**src/rtl/muldiv_unit.sv**
```systemverilog
// Iterative multiply/divide unit with HI/LO result registers.
// One multiplier/quotient bit per cycle; start/busy/done handshake for pipeline stalls.
module muldiv_unit #(
   parameter int WIDTH = 32
) (
   input  logic             clk,
   input  logic             reset,
   input  logic             Mul,
   input  logic             Div,
   input  logic             Unsigned,
   input  logic             WriteHi,
   input  logic             WriteLo,
   input  logic [WIDTH-1:0] op1,
   input  logic [WIDTH-1:0] op2,
   output logic             busy,
   output logic             done,
   output logic [WIDTH-1:0] hi,
   output logic [WIDTH-1:0] lo
);

   localparam int CW = $clog2(WIDTH + 1);

   typedef enum logic [1:0] {IDLE, RUN, FIX} state_t;

   // Handshake: Mul/Div/WriteHi/WriteLo are accepted only while busy=0 (IDLE);
   // done is a one-cycle pulse in the cycle the new hi/lo first become visible.
   state_t             state;
   logic [CW-1:0]      counter;
   logic               is_div;
   logic               psign;
   logic               rsign;
   logic               dbz;
   logic [WIDTH-1:0]   breg;
   logic [WIDTH-1:0]   q;
   logic [2*WIDTH-1:0] acc;
   logic [WIDTH:0]     rem;

   logic               s1, s2;
   logic [WIDTH-1:0]   mag1, mag2;
   logic [WIDTH:0]     mul_sum;
   logic [WIDTH:0]     shifted;
   logic [WIDTH:0]     diff;
   logic               fits;
   logic [2*WIDTH-1:0] prod;
   logic [WIDTH-1:0]   quot;
   logic [WIDTH-1:0]   remv;

   assign busy = (state != IDLE);

   always_comb begin
      s1      = ~Unsigned & op1[WIDTH-1];
      s2      = ~Unsigned & op2[WIDTH-1];
      mag1    = s1 ? (~op1 + 1'b1) : op1;
      mag2    = s2 ? (~op2 + 1'b1) : op2;
      mul_sum = {1'b0, acc[2*WIDTH-1:WIDTH]} + {1'b0, (acc[0] ? breg : {WIDTH{1'b0}})};
      shifted = {rem[WIDTH-1:0], q[WIDTH-1]};
      diff    = shifted - {1'b0, breg};
      fits    = (shifted >= {1'b0, breg});
      prod    = psign ? (~acc + 1'b1) : acc;
      quot    = psign ? (~q + 1'b1) : q;
      remv    = rsign ? (~rem[WIDTH-1:0] + 1'b1) : rem[WIDTH-1:0];
   end

   always_ff @(posedge clk) begin
      if (reset) begin
         state   <= IDLE;
         counter <= '0;
         hi      <= '0;
         lo      <= '0;
         done    <= 1'b0;
         is_div  <= 1'b0;
         psign   <= 1'b0;
         rsign   <= 1'b0;
         dbz     <= 1'b0;
         breg    <= '0;
         q       <= '0;
         acc     <= '0;
         rem     <= '0;
      end else begin
         done <= 1'b0;
         case (state)
            IDLE: begin
               if (Mul || Div) begin
                  is_div  <= ~Mul;
                  psign   <= s1 ^ s2;
                  rsign   <= s1;
                  dbz     <= ~Mul & (op2 == '0);
                  breg    <= Mul ? mag1 : mag2;
                  acc     <= {{WIDTH{1'b0}}, mag2};
                  q       <= mag1;
                  rem     <= '0;
                  counter <= CW'(WIDTH);
                  state   <= RUN;
               end else begin
                  if (WriteHi) hi <= op1;
                  if (WriteLo) lo <= op1;
               end
            end
            RUN: begin
               counter <= counter - CW'(1);
               if (is_div) begin
                  rem <= fits ? diff : shifted;
                  q   <= {q[WIDTH-2:0], fits};
               end else begin
                  acc <= {mul_sum, acc[WIDTH-1:1]};
               end
               if (counter == CW'(1)) state <= FIX;
            end
            FIX: begin
               if (is_div) begin
                  // Divide by zero: remainder path already reconstructs op1; quotient forced to all ones.
                  hi <= remv;
                  lo <= dbz ? {WIDTH{1'b1}} : quot;
               end else begin
                  hi <= prod[2*WIDTH-1:WIDTH];
                  lo <= prod[WIDTH-1:0];
               end
               done  <= 1'b1;
               state <= IDLE;
            end
            default: state <= IDLE;
         endcase
      end
   end

endmodule

```
**config.mk**
```make
export PLATFORM = sky130hd
export DESIGN_NAME = muldiv_unit
export DESIGN_NICKNAME = d
export VERILOG_FILES = /design/src/rtl/muldiv_unit.sv
export SDC_FILE = /design/constraint.sdc
export NUM_CORES = 1
export LEC_CHECK = 0
export BUFFER_PORTS_ARGS = -buffer_cell sky130_fd_sc_hd__clkbuf_2
export CORE_MARGIN = 1
export CORE_UTILIZATION = 35
export DETAILED_ROUTE_END_ITERATION = 8
export GPL_TIMING_DRIVEN = 0
export MAX_ROUTING_LAYER = met4
export PLACE_DENSITY = 0.55
export REMOVE_ABC_BUFFERS = 1
export SETUP_SLACK_MARGIN = 0.02
export SLEW_MARGIN = 10
export SYNTH_ARGS = -nofsm -noshare
export SYNTH_HDL_FRONTEND = slang
export SYNTH_SLANG_ARGS = --single-unit
```
**constraint.sdc**
```tcl
create_clock -name clk -period 4.2 [get_ports clk]
set_input_delay 0.42 -clock clk [delete_from_list [all_inputs] [get_ports clk]]
set_output_delay 0.42 -clock clk [all_outputs]
set_load 0.005 [all_outputs]
```
==> impl_results.md, run 1 <==
* Pin count of the biggest net entering global routing at 118
* Detail Route Antenna Nets at 0
* Crit path max fanout at 19
* Slew headroom at 0.09932
* Slew Viols, Final at 0
* Buffers on Ports at 136
* Stages on worst setup path at 7
* Synth Flop Type: dfxtp_1
* Routed vias at 17,730
* Cell area after synthesis at about 17,000 um^2
* Multi-input combinational cell area at 11,800 um^2
* Cell family with most CP delay: simple AND/OR/NAND/NOR gates
* HP Class: input pin to register
* Path depth of the worst reg2reg path at 7
* Static Leak at 7.872 nW
* Critical path type: register to register
* Post-synthesis cell count at ~2,300
* CP Capture Type: register
* Root buf cell: clkbuf_16
* Pwr dens at roughly 360 nW/um^2
* Cells on Worst Hold Path at 3
* Cts bufs inserted at 30
* Cell variety after synth at 68
* RSZ-0062 raised after global routing: true
* Worst reg2reg setup slack at ~0.11 ns
* Die area at ~50,000 um^2
* First-pass GRT wire length at approximately 100,000 um
* Starting DRT DRC Count at 1,483
* Hold_sp: op2[0]
* Worst setup margin at approximately 0.11 ns
* Hold-fix buffers at CTS at 0
* Min cycle time layout at between 4 and 5 ns
* GP Congestion at approximately 0.9
* Worst path bufs/invs at 1
* Row count at 80
* Warnings from Yosys at 0
* # IOs at around 140
* FF-to-FF Start: state[1]$_SDFFE_PP0P_
* FF/Latch Area at between 4000 and 5000 um^2
* Mapped Avg Cell Area at ~7.5 um^2
* Worst-path clk slew at around 0.060 ns
* Post-synth ARST share at 0
* Dpl ws at -0.5520 ns
* Routed WL at 67,620 um
* Final Util at 0.4110
* H-tree levels at 1
* Maximum vdd drop at just over 0.3 mV
* Gr ovfl total at 0
* Fin. Hold Viols at 0
* Critical Path Start Type: register
* Vias in the first global route at around 16,000
* Clk sinks at ~240
* WHS Endpoint: acc[0]$_SDFFE_PP0P_
* Post-DP HPWL at ~51,000 um
* Avg WL per Cell at 22.35 um
* Setup violators final at 0
* Total Routing Usage GR at 0.2718
* Initial antenna violation count at 2
* Routed vias/inst at roughly 5.9
* Slowest stage delay, CP at 0.75 ns
* Syn-to-layout area delta at 14.67%
* Clock Skews at between 0.02 and 0.025 ns
* Core outline area at about 48,000 um^2
* Die height at approximately 220 um
* Pre-antenna DRT Iters at 6
* Max clock buf depth at 3
* Drt drc at 0
* Top cell by count, worst path: nand2b_1
* CP required at between 4 and 5 ns
* CTS tree: built
* Post-synth EDFFs at 0
* Fillcell total at 5,007
* Final worst path period share at 0.9727
* Synthesized flop and latch total at 237
* Highest clock rate at about 0.24 GHz
* Reg2reg end: hi[31]$_SDFFE_PP0P_
* Die width at 224.0 um
* Starting Density at 0.3584
* Post-synthesis sequential area ratio at 0.2750
* Slew @ Worst Pin at 1.339 ns
* Status: finished, final reports clean
* Crit path cell chain: nor2b_2 > nand2b_1 > inv_1 > nand2_1 > or3_1 > o221ai_1 > nand2b_1
* CP max stage cell: nand2b_1
* Hold WS at between 0.2 and 0.25 ns
* Arr. time, crit path at between 4 and 5 ns
* Share of cells above drive strength 1 at 0.1131
* Clock Latency Late Sink at between 0.5 and 0.6 ns
* Max cap viols at 0
* Nets at 2,489
==> tightest hold or removal path: stages <==
cell and delay, ns:
clkbuf_2 0.16, nand2_1 0.08, a311oi_1 0.08
==> how the worst max path moves through the flow <==
stage	start	end	slack (ns)
2_1_floorplan	state[1]$_SDFFE_PP0P_	acc[30]$_SDFFE_PP0P_	-1.33
3_3_place_gp	state[1]$_SDFFE_PP0P_	acc[46]$_SDFFE_PP0P_	-5.01
3_5_place_dp	acc[0]$_SDFFE_PP0P_	acc[63]$_SDFFE_PP0P_	-0.55
4_1_cts	acc[0]$_SDFFE_PP0P_	acc[63]$_SDFFE_PP0P_	0.16
5_1_grt	acc[0]$_SDFFE_PP0P_	acc[63]$_SDFFE_PP0P_	0.002
6_report	state[1]$_SDFFE_PP0P_	hi[31]$_SDFFE_PP0P_	0.11
==> cell families (layout without fill, tap and decap cells) <==
kind of cell / count (synthesis) / count (layout) / share of synthesized area
other: 0 / 1 / 0
XOR/XNOR: 225 / 225 / 0.1142
multiplexers: 76 / 76 / 0.04474
flip-flops: 237 / 237 / 0.2750
AO/OA/AOI/OAI: 714 / 714 / 0.2660
AND/OR/NAND/NOR: 762 / 762 / 0.1981
adder cells (fa/ha/maj): 73 / 73 / 0.05380
buffers and inverters: 218 / 282 / 0.04815
==> per-layer routing <==
metal,track usage,part of all wire
met1,0.3786,0.46
met2,0.3996,0.43
met3,0.03581,0.075
met4,0.09567,0.039
met5,-,0
==> area by class of cell <==
class / count / share of cell area
diodes: 1 / 0.0001265
clock buffers: 39 / 0.04275
clock inverters: 17 / 0.009738
inverters: 66 / 0.01271
multi-input cells: 1850 / 0.5966
flip-flops and latches: 237 / 0.2401
well taps: 656 / 0.04148
repair buffers: 159 / 0.05615
repair inverters: 1 / 0.0003794
==> placed cells by master, fill, tap and decap left out, types with 10 or more instances in the layout <==
cell and count:
nor3_1 42, and3_1 10, clkbuf_2 135, nor4_1 21, nand2b_1 23, inv_1 65
ha_1 71, clkinv_2 10, nor2_1 293, o31ai_1 44, dfxtp_1 234, a21oi_1 212
a21o_1 33, xor2_1 82, o21bai_1 14, a211oi_1 59, o41ai_1 23, a22o_1 16
o221ai_1 19, nand3_1 29, or4_1 25, xnor2_1 143, or3_1 37, nand4_1 16
clkbuf_16 31, o22ai_1 21, a31oi_1 21, mux2i_1 67, o21a_1 11, or2_2 10
o21ai_0 147, a22oi_1 13, a221oi_1 29, nand2_1 223
==> state kept, by name, indices dropped and copies added (netlist names) <==
register and flops:
acc 64, rsign 1, rem 32, dbz 1, lo 32, hi 32, state 2, psign 1
counter 6, breg 32, done 1, is_div 1, q 32
==> Yosys cell counts, types with 3 or more instances <==
master | count | share of area
and2_1 | 4 | 0.0014
or2_2 | 10 | 0.0036
ha_1 | 71 | 0.051
or3_1 | 38 | 0.014
nand3_1 | 29 | 0.0084
a21oi_1 | 213 | 0.062
o31ai_1 | 46 | 0.020
o21ai_0 | 148 | 0.043
a22oi_1 | 13 | 0.0057
or4_1 | 25 | 0.011
nor3_1 | 42 | 0.012
a31oi_1 | 22 | 0.0080
a2111oi_0 | 3 | 0.0015
xnor2_1 | 143 | 0.073
nand4_1 | 16 | 0.0058
xor2_1 | 82 | 0.042
o41ai_1 | 23 | 0.012
o21a_1 | 11 | 0.0048
clkbuf_1 | 140 | 0.030
a21o_1 | 33 | 0.014
nor2_1 | 300 | 0.065
a41oi_1 | 3 | 0.0015
nand2_1 | 224 | 0.049
a311oi_1 | 3 | 0.0015
mux2i_1 | 67 | 0.039
nand2b_1 | 26 | 0.0094
o22ai_1 | 21 | 0.0076
and3_1 | 11 | 0.0040
nor4_1 | 22 | 0.0080
nor2b_1 | 8 | 0.0029
dfxtp_1 | 237 | 0.27
a221oi_1 | 29 | 0.015
o221ai_1 | 19 | 0.0096
mux2_2 | 9 | 0.0059
a22o_1 | 16 | 0.0081
o21bai_1 | 14 | 0.0061
buf_2 | 4 | 0.0012
inv_1 | 66 | 0.014
buf_1 | 7 | 0.0015
o211ai_1 | 9 | 0.0039
a211oi_1 | 60 | 0.026
==> metrics by stage <==
| stage | setup TNS [ns] | instances | total power, W | area (um^2) |
|---|---|---|---|---|
| floorplan | -83.10 | 2153 | 0.003716 | 16670 |
| global placement | -526.57 | 2945 | 0.004339 | 18170 |
| detailed placement | -2.490 | 2966 | 0.004406 | 18690 |
| CTS | 0 | 3025 | 0.007197 | 19770 |
| global route | 0 | 3025 | 0.007495 | 19780 |
| finish | 0 | 3026 | 0.007193 | 19790 |
==> power breakdown <==
group / internal [W] / leakage (nW) / switching [W] / total (W)
sequential: 0.00240 / 1.94 / 0.000201 / 0.00260
combinational: 0.000656 / 5.42 / 0.00115 / 0.00180
clock: 0.00166 / 0.512 / 0.00113 / 0.00279
total: 0.00471 / 7.87 / 0.00248 / 0.00719
==> repair_timing <==
| action | in CTS | in global routing |
|---|---|---|
| buffers inserted | 2 | 0 |
| resized for setup | 4 | 4 |
| pin swaps | 1 | 0 |
| hold endpoints to repair | 0 | 0 |
| cloned | 1 | 0 |
| endpoints found under the setup margin | 24 | 2 |
Power figures use the tool's default switching activity.
==> run 2: changes to the inputs <==
Settings changed: ABC_AREA set to 1.
==> run 2 against run 1 <==
- global-route usage rose by 3.7 points
- setup slack gained 0.33 ns
- largest cell class unchanged
- combinational power rose by 41%
- synthesized cell count rose by 69%
- largest power group unchanged
- sequential power increased by 2%
- die area rose by 25%
- routed wire length rose by 43%
- first-iteration DRC count increased by 76%
==> impl_results.md, run 2 <==
* Status: finished, final reports clean (unchanged)
* Arr. time, crit path at 4.24 ns (was 4.62 ns)
* CP max stage cell: nor2_4 (was nand2b_1)
* Drt drc at 0 (unchanged)
* Routed WL at 96,810 um (was 67,620 um)
* Post-Layout Cell Count at 4,739 (was 3,026)
* Maximum vdd drop at 0.3233 mV (was 0.3018 mV)
* Slew Viols, Final at 0 (unchanged)
* Gr ovfl total at 0 (unchanged)
* CP Capture Type: register (unchanged)
* # IOs at 137 (unchanged)
* Vias in the first global route at 23,000 (was 16,190)
* Path depth of the worst reg2reg path at 8 (was 7)
* Final worst path period share at 0.8931 (was 0.9727)
* Slew headroom at 0.1400 (was 0.09932)
* Setup violators final at 0 (unchanged)
* Most common cell after layout, fill and taps aside: nand2_1 (was nor2_1)
* Top-area cell type share of the netlist area at 0.2260 (was 0.2750)
* Total Routing Usage GR at 0.3090 (was 0.2718)
* Root buf cell: clkbuf_16 (unchanged)
* Multi-input combinational cell area at 14,480 um^2 (was 11,800 um^2)
* Fillcell total at 6,979 (was 5,007)
* Warnings from Yosys at 0 (unchanged)
* Worst reg2reg setup slack at 0.45 ns (was 0.11 ns)
* Hold WS at 0.1353 ns (was 0.2198 ns)
* Synth top cells by count: nand2_1 (1,305), inv_1 (472), nand3_1 (362) (was nor2_1 (300), dfxtp_1 (237), nand2_1 (224))
* Max reg flops at 64 (unchanged)
* Top reg by flops: acc (unchanged)
* Largest cells by area after synthesis: nand2_1 (23%), dfxtp_1 (22%), nand3_1 (8.4%) (was dfxtp_1 (27%), xnor2_1 (7.3%), nor2_1 (6.5%))
* Number of inserted diodes at 0 (was 1)
* Cell area after placement at 23,110 um^2 (was 18,690 um^2)
* Cts bufs inserted at 31 (was 30)
* FF/Latch Area at 4753 um^2 (was 4751 um^2)
* Post-synth ARST share at 0 (unchanged)
* Synthesized flop and latch total at 237 (unchanged)
* Pwr dens at 332.5 nW/um^2 (was 363.5 nW/um^2)
* Critical Path Start Type: register (unchanged)
* FF-to-FF Start: state[0]$_SDFFE_PP0P_ (was state[1]$_SDFFE_PP0P_)
* Highest clock rate at 0.2666 GHz (was 0.2448 GHz)
* Share of cells above drive strength 1 at 0.07531 (was 0.1131)
* HP Class: input pin to register (unchanged)
* Syn-to-layout area delta at 11.49% (was 14.67%)
* Hold_sp: op2[0] (unchanged)
* Leading area contributor after synthesis: nand2_1 (was dfxtp_1)
* WHS Endpoint: acc[0]$_SDFFE_PP0P_ (unchanged)
* Fin Setup TNS at 0 ns (unchanged)
* Postcts setup bufs at 0 (was 2)
* Die width at 250.9 um (was 224.0 um)
* GP Congestion at 1.023 (was 0.9184)
* Critical path type: register to register (unchanged)
* Clock Latency Late Sink at 0.60 ns (was 0.59 ns)
* Post-synthesis sequential area ratio at 0.2189 (was 0.2750)
* Reg2reg end: q[1]$_SDFFE_PP0P_ (was hi[31]$_SDFFE_PP0P_)
* First-pass GRT wire length at 144,300 um (was 101,500 um)
* Inst Count DP at 4,683 (was 2,966)
* Post-DP HPWL at 77,340 um (was 50,810 um)
* Clk sinks at 237 (unchanged)
* Pin count of the biggest net entering global routing at 98 (was 118)
* Cells on Worst Hold Path at 3 (unchanged)
* Max clock buf depth at 3 (unchanged)
* Total power at 0.008037 W (was 0.007193 W)
* Worst path bufs/invs at 3 (was 1)
* Die height at 250.9 um (was 224.0 um)
* Routed vias/inst at 5.359 (was 5.858)
* Initial antenna violation count at 2 (unchanged)
* Post_cts resized at 0 (was 4)
* Nets at 4,078 (was 2,489)
* Cell variety after synth at 55 (was 68)
* Hold-fix buffers at CTS at 0 (unchanged)
* Max cap viols at 0 (unchanged)
* Worst-path clk slew at 0.06 ns (about the same)
* Row count at 90 (was 80)
* Static Leak at 12.23 nW (was 7.872 nW)
* Pre-antenna DRT Iters at 6 (unchanged)
* Top cell by count, worst path: nor2_4 (was nand2b_1)
* Routed vias at 25,400 (was 17,730)
* Cell family with most CP delay: simple AND/OR/NAND/NOR gates (unchanged)
* Die area at 62,940 um^2 (was 50,190 um^2)
* Mapped Avg Cell Area at 5.564 um^2 (was 7.486 um^2)
* Synth Flop Type: dfxtp_1 (unchanged)
* Crit path cell chain: inv_2 > nor2_4 > inv_2 > nor2_4 > nor2_4 > inv_1 > o21ai_0 > o221a_2 (was nor2b_2 > nand2b_1 > inv_1 > nand2_1 > or3_1 > o221ai_1 > nand2b_1)
* Crit path max fanout at 49 (was 19)
* Most frequent cells in the layout: nand2_1 (1,303), inv_1 (471), nand3_1 (362), nor2_1 (354), a21oi_1 (300) (was nor2_1 (293), dfxtp_1 (234), nand2_1 (223), a21oi_1 (212), o21ai_0 (147))
* RSZ-0062 raised after global routing: false (was true)
* CTS tree: built (unchanged)
* Avg WL per Cell at 20.43 um (was 22.35 um)
* Post-synth EDFFs at 0 (unchanged)
* H-tree levels at 1 (unchanged)
* Post-synthesis cell count at 3,896 (was 2,305)
* Fin. Hold Viols at 0 (unchanged)
* Slowest stage delay, CP at 0.90 ns (was 0.75 ns)
* Clock Skews at 0.01422 ns (was 0.02248 ns)
* Min cycle time layout at 3.751 ns (was 4.085 ns)
* CP required at 4.69 ns (was 4.73 ns)
* Slew @ Worst Pin at 1.289 ns (was 1.339 ns)
* Starting Density at 0.3565 (was 0.3584)
* Post-layout instance area at 24,170 um^2 (was 19,790 um^2)
* Buffers on Ports at 136 (unchanged)
* Detail Route Antenna Nets at 0 (unchanged)
* Cell area after synthesis at 21,680 um^2 (was 17,260 um^2)
* Count leader, synth: nand2_1 (was nor2_1)
* Starting DRT DRC Count at 2,617 (was 1,483)
* Core outline area at 60,810 um^2 (was 48,150 um^2)
[run 2: changes by cell type after synthesis, sizes merged, moves of 40 or more]
cell	delta
a211oi	-58
inv	+422
buf	+44
nor2	+81
a21oi	+95
nand3	+340
nand2	+1097
o21ai	+123
xnor2	-121
o31ai	-40
clkbuf	-50
mux2i	-67
[run 2: how the worst max path moves through the flow]
stage	depth (start not counted)	end	slack, ns	from
floorplan	8	q[1]$_SDFFE_PP0P_	-2.40	state[0]$_SDFFE_PP0P_
global placement	8	q[1]$_SDFFE_PP0P_	-7.69	state[0]$_SDFFE_PP0P_
detailed placement	8	q[1]$_SDFFE_PP0P_	0.53	state[0]$_SDFFE_PP0P_
CTS	8	q[1]$_SDFFE_PP0P_	0.52	state[0]$_SDFFE_PP0P_
global route	8	q[1]$_SDFFE_PP0P_	0.30	state[0]$_SDFFE_PP0P_
finish	8	q[1]$_SDFFE_PP0P_	0.45	state[0]$_SDFFE_PP0P_
[run 2: area by class of cell]
| cell class | count | area share |
|---|---|---|
| flip-flops and latches | 237 | 0.1967 |
| well taps | 782 | 0.04048 |
| clock buffers | 43 | 0.03644 |
| multi-input cells | 3017 | 0.5990 |
| repair buffers | 151 | 0.04271 |
| inverters | 496 | 0.07729 |
| clock inverters | 13 | 0.007403 |
[run 2: kinds of logic (layout without fill, tap and decap cells)]
kind of cell	after synthesis	after routing	share of synthesized area
AND/OR/NAND/NOR	2197	2197	0.4240
AO/OA/AOI/OAI	676	676	0.1701
buffers and inverters	642	703	0.1155
flip-flops	237	237	0.2189
adder cells (fa/ha/maj)	73	73	0.04283
XOR/XNOR	71	71	0.02868
[run 2: per-layer routing]
metal | global-route usage | up-vias | wire length [um]
met5 | - | - | 0
met4 | 0.1453 | 0 | 5062
met3 | 0.02319 | 178 | 6148
met2 | 0.4869 | 931 | 43400
met1 | 0.4018 | 11640 | 42200
li1 | - | 12640 | -
[run 2: through the flow]
| stage | worst slack [ns] | utilization |
|---|---|---|
| CTS | 0.5218 | 0.3975 |
| global route | 0.3025 | 0.3975 |
| floorplan | -2.403 | - |
| global placement | -7.694 | 0.3733 |
| detailed placement | 0.5275 | 0.3800 |
| finish | 0.4490 | 0.3975 |
[run 2: worst min-delay path, stage by stage]
cell and delay (ns):
clkbuf_2 0.12, nand2_1 0.07, a31oi_1 0.07
[run 2: report_power, final]
| group | switching [W] | leakage (nW) | internal (W) |
|---|---|---|---|
| registers | 0.000236 | 1.94 | 0.00241 |
| logic | 0.00178 | 9.78 | 0.000752 |
| clock network | 0.00117 | 0.509 | 0.00170 |
| total | 0.00318 | 12.2 | 0.00486 |
==> run 3: changes to the inputs <==
Settings changed: GPL_TIMING_DRIVEN 0 to unset.
==> run 3 against run 2 <==
- routed wire length is 7.1% higher
- via count rose by 1.2%
- sequential power hardly changed
- highest routed layer unchanged
- combinational power increased by 3%
==> impl_results.md, run 3 (same netlist as run 2, synthesis figures left out) <==
* Detail Route Antenna Nets at 0 (unchanged)
* CP max stage cell: dfxtp_1 (was nor2_4)
* Post-layout instance area at 24,020 um^2 (was 24,170 um^2)
* Post_cts resized at 0 (unchanged)
* Routed vias/inst at 5.405 (was 5.359)
* Status: finished, final reports clean (unchanged)
* Post-DP HPWL at 83,580 um (was 77,340 um)
* Cts bufs inserted at 30 (was 31)
* Inst Count DP at 4,700 (was 4,683)
* Pwr dens at 332.8 nW/um^2 (was 332.5 nW/um^2)
* Hold-fix buffers at CTS at 0 (unchanged)
* Pin count of the biggest net entering global routing at 93 (was 98)
* Maximum vdd drop at 0.3334 mV (was 0.3233 mV)
* Path depth of the worst reg2reg path at 11 (was 8)
* Core outline area at 60,810 um^2 (unchanged)
* Max clock buf depth at 3 (unchanged)
* Final worst path period share at 0.7121 (was 0.8931)
* Worst reg2reg setup slack at 1.21 ns (was 0.45 ns)
* CP required at 4.64 ns (was 4.69 ns)
* Crit path cell chain: inv_1 > ha_1 > nand2_1 > inv_2 > nand2_2 > nor3_2 > nand2_2 > nand2_4 > o21ai_0 > nand3_1 > a21oi_1 (was inv_2 > nor2_4 > inv_2 > nor2_4 > nor2_4 > inv_1 > o21ai_0 > o221a_2)
* Row count at 90 (unchanged)
* RSZ-0062 raised after global routing: false (unchanged)
* Most common cell after layout, fill and taps aside: nand2_1 (unchanged)
* Crit path max fanout at 33 (was 49)
* # IOs at 137 (unchanged)
* Slew @ Worst Pin at 1.033 ns (was 1.289 ns)
* GP Congestion at 1.040 (was 1.023)
* CTS tree: built (unchanged)
* Cell area after placement at 23,000 um^2 (was 23,110 um^2)
* FF-to-FF Start: breg[30]$_SDFFE_PP0P_ (was state[0]$_SDFFE_PP0P_)
* Post-Layout Cell Count at 4,755 (was 4,739)
* Top reg by flops: acc (unchanged)
* Postcts setup bufs at 0 (unchanged)
* First-pass GRT wire length at 153,300 um (was 144,300 um)
* Min cycle time layout at 2.991 ns (was 3.751 ns)
* HP Class: input pin to register (unchanged)
* Critical Path Start Type: register (unchanged)
* Clock Skews at 0.02605 ns (was 0.01422 ns)
* Max cap viols at 0 (unchanged)
* Gr ovfl total at 0 (unchanged)
* Top cell by count, worst path: nand2_2 (was nor2_4)
* Most frequent cells in the layout: nand2_1 (1,303), inv_1 (471), nand3_1 (362), nor2_1 (355), a21oi_1 (300) (was nand2_1 (1,303), inv_1 (471), nand3_1 (362), nor2_1 (354), a21oi_1 (300))
* Dpl ws at 1.275 ns (was 0.5275 ns)
* Max reg flops at 64 (unchanged)
* Nets at 4,094 (was 4,078)
* H-tree levels at 1 (unchanged)
* Critical path type: register to register (unchanged)
* Worst-path clk slew at 0.06 ns (about the same)
* Starting Density at 0.3565 (unchanged)
* Hold_sp: op2[0] (unchanged)
* Die height at 250.9 um (unchanged)
* Highest clock rate at 0.3343 GHz (was 0.2666 GHz)
* Clk sinks at 237 (unchanged)
* Slew headroom at 0.3092 (was 0.1400)
* Cells on Worst Hold Path at 3 (unchanged)
* Initial antenna violation count at 2 (unchanged)
* Buffers on Ports at 136 (unchanged)
* Clock Latency Late Sink at 0.61 ns (was 0.60 ns)
* Die area at 62,940 um^2 (unchanged)
* Routed WL at 103,700 um (was 96,810 um)
* Static Leak at 12.21 nW (was 12.23 nW)
* Fillcell total at 7,026 (was 6,979)
* Fin. Hold Viols at 0 (unchanged)
* Avg WL per Cell at 21.81 um (was 20.43 um)
* CP Capture Type: register (unchanged)
* Arr. time, crit path at 3.43 ns (was 4.24 ns)
* Slowest stage delay, CP at 0.58 ns (was 0.90 ns)
* Routed vias at 25,700 (was 25,400)
* Vias in the first global route at 23,860 (was 23,000)
* Drt drc at 0 (unchanged)
* Share of cells above drive strength 1 at 0.07783 (was 0.07531)
* Pre-antenna DRT Iters at 6 (unchanged)
* Total Routing Usage GR at 0.3313 (was 0.3090)
* Worst setup margin at 1.209 ns (was 0.4490 ns)
* WHS Endpoint: acc[0]$_SDFFE_PP0P_ (unchanged)
* Die width at 250.9 um (unchanged)
* Starting DRT DRC Count at 2,547 (was 2,617)
* Setup violators final at 0 (unchanged)
* Root buf cell: clkbuf_16 (unchanged)
* Slew Viols, Final at 0 (unchanged)
* Syn-to-layout area delta at 10.79% (was 11.49%)
* Reg2reg end: rem[2]$_SDFFE_PP0P_ (was q[1]$_SDFFE_PP0P_)
==> run 3: changes by cell type in the layout (fill, tap and decap cells not counted), moves of 2 or more <==
| cell | delta |
|---|---|
| buf_16 | -7 |
| inv_4 | -2 |
| buf_12 | -4 |
| buf_4 | +31 |
| buf_8 | -2 |
| clkinvlp_4 | -3 |
| diode_2 | +3 |
==> run 3: critical path, delay by kind of cell, from the launching register on <==
kind | cells | cell delay (ns)
AND/OR/NAND/NOR | 6 | 1.34
adder cells (fa/ha/maj) | 1 | 0.49
flip-flops | 1 | 0.58
AO/OA/AOI/OAI | 2 | 0.23
buffers and inverters | 2 | 0.17
==> run 3: power by group <==
group | switching (W) | total (W) | internal (W)
Sequential | 0.000209 | 0.00262 | 0.00241
Combinational | 0.00188 | 0.00261 | 0.000728
Clock | 0.00114 | 0.00277 | 0.00162
==> run 3: routing by layer <==
metal / up-vias / global-route usage / routed length (um)
met5: - / - / 0
met4: 0 / 0.1272 / 4393
met3: 156 / 0.03168 / 6885
met2: 993 / 0.5358 / 47270
met1: 11860 / 0.4261 / 45160
li1: 12690 / - / -
==> run 3: final cells by class <==
class                      count  area (um^2)  share of cell area
sequential                   237         4750              0.1978
tap                          782        978.4             0.04074
clock inverter                 8        128.9            0.005366
clock buffer                  44        883.3             0.03678
inverter                     496         1864             0.07762
multi-input combinational   3017        14460              0.6019
antenna                        3        7.507           0.0003126
timing repair buffer         168        948.4             0.03949
==> run 3: worst max path at each step <==
stage                                startpoint              endpoint  cells after the start
after floorplan           state[0]$_SDFFE_PP0P_     q[1]$_SDFFE_PP0P_                      8
after global placement    breg[30]$_SDFFE_PP0P_   rem[2]$_SDFFE_PP0P_                     11
after detailed placement  breg[30]$_SDFFE_PP0P_   rem[2]$_SDFFE_PP0P_                     11
after CTS                 breg[30]$_SDFFE_PP0P_   rem[2]$_SDFFE_PP0P_                     11
after global routing        acc[0]$_SDFFE_PP0P_  acc[53]$_SDFFE_PP0P_                     18
final                     breg[30]$_SDFFE_PP0P_   rem[2]$_SDFFE_PP0P_                     11
==> run 3: per-stage QoR <==
stage               power, W  hold slack (ns)  TNS, ns  utilization
floorplan           0.004177           0.4393  -212.11            -
CTS                 0.007974           0.1136        0       0.3949
finish              0.007994           0.1291        0       0.3950
global placement    0.005226           0.4579        0       0.3782
global route        0.008341           0.1714        0       0.3950
detailed placement  0.005206           0.4638        0       0.3782
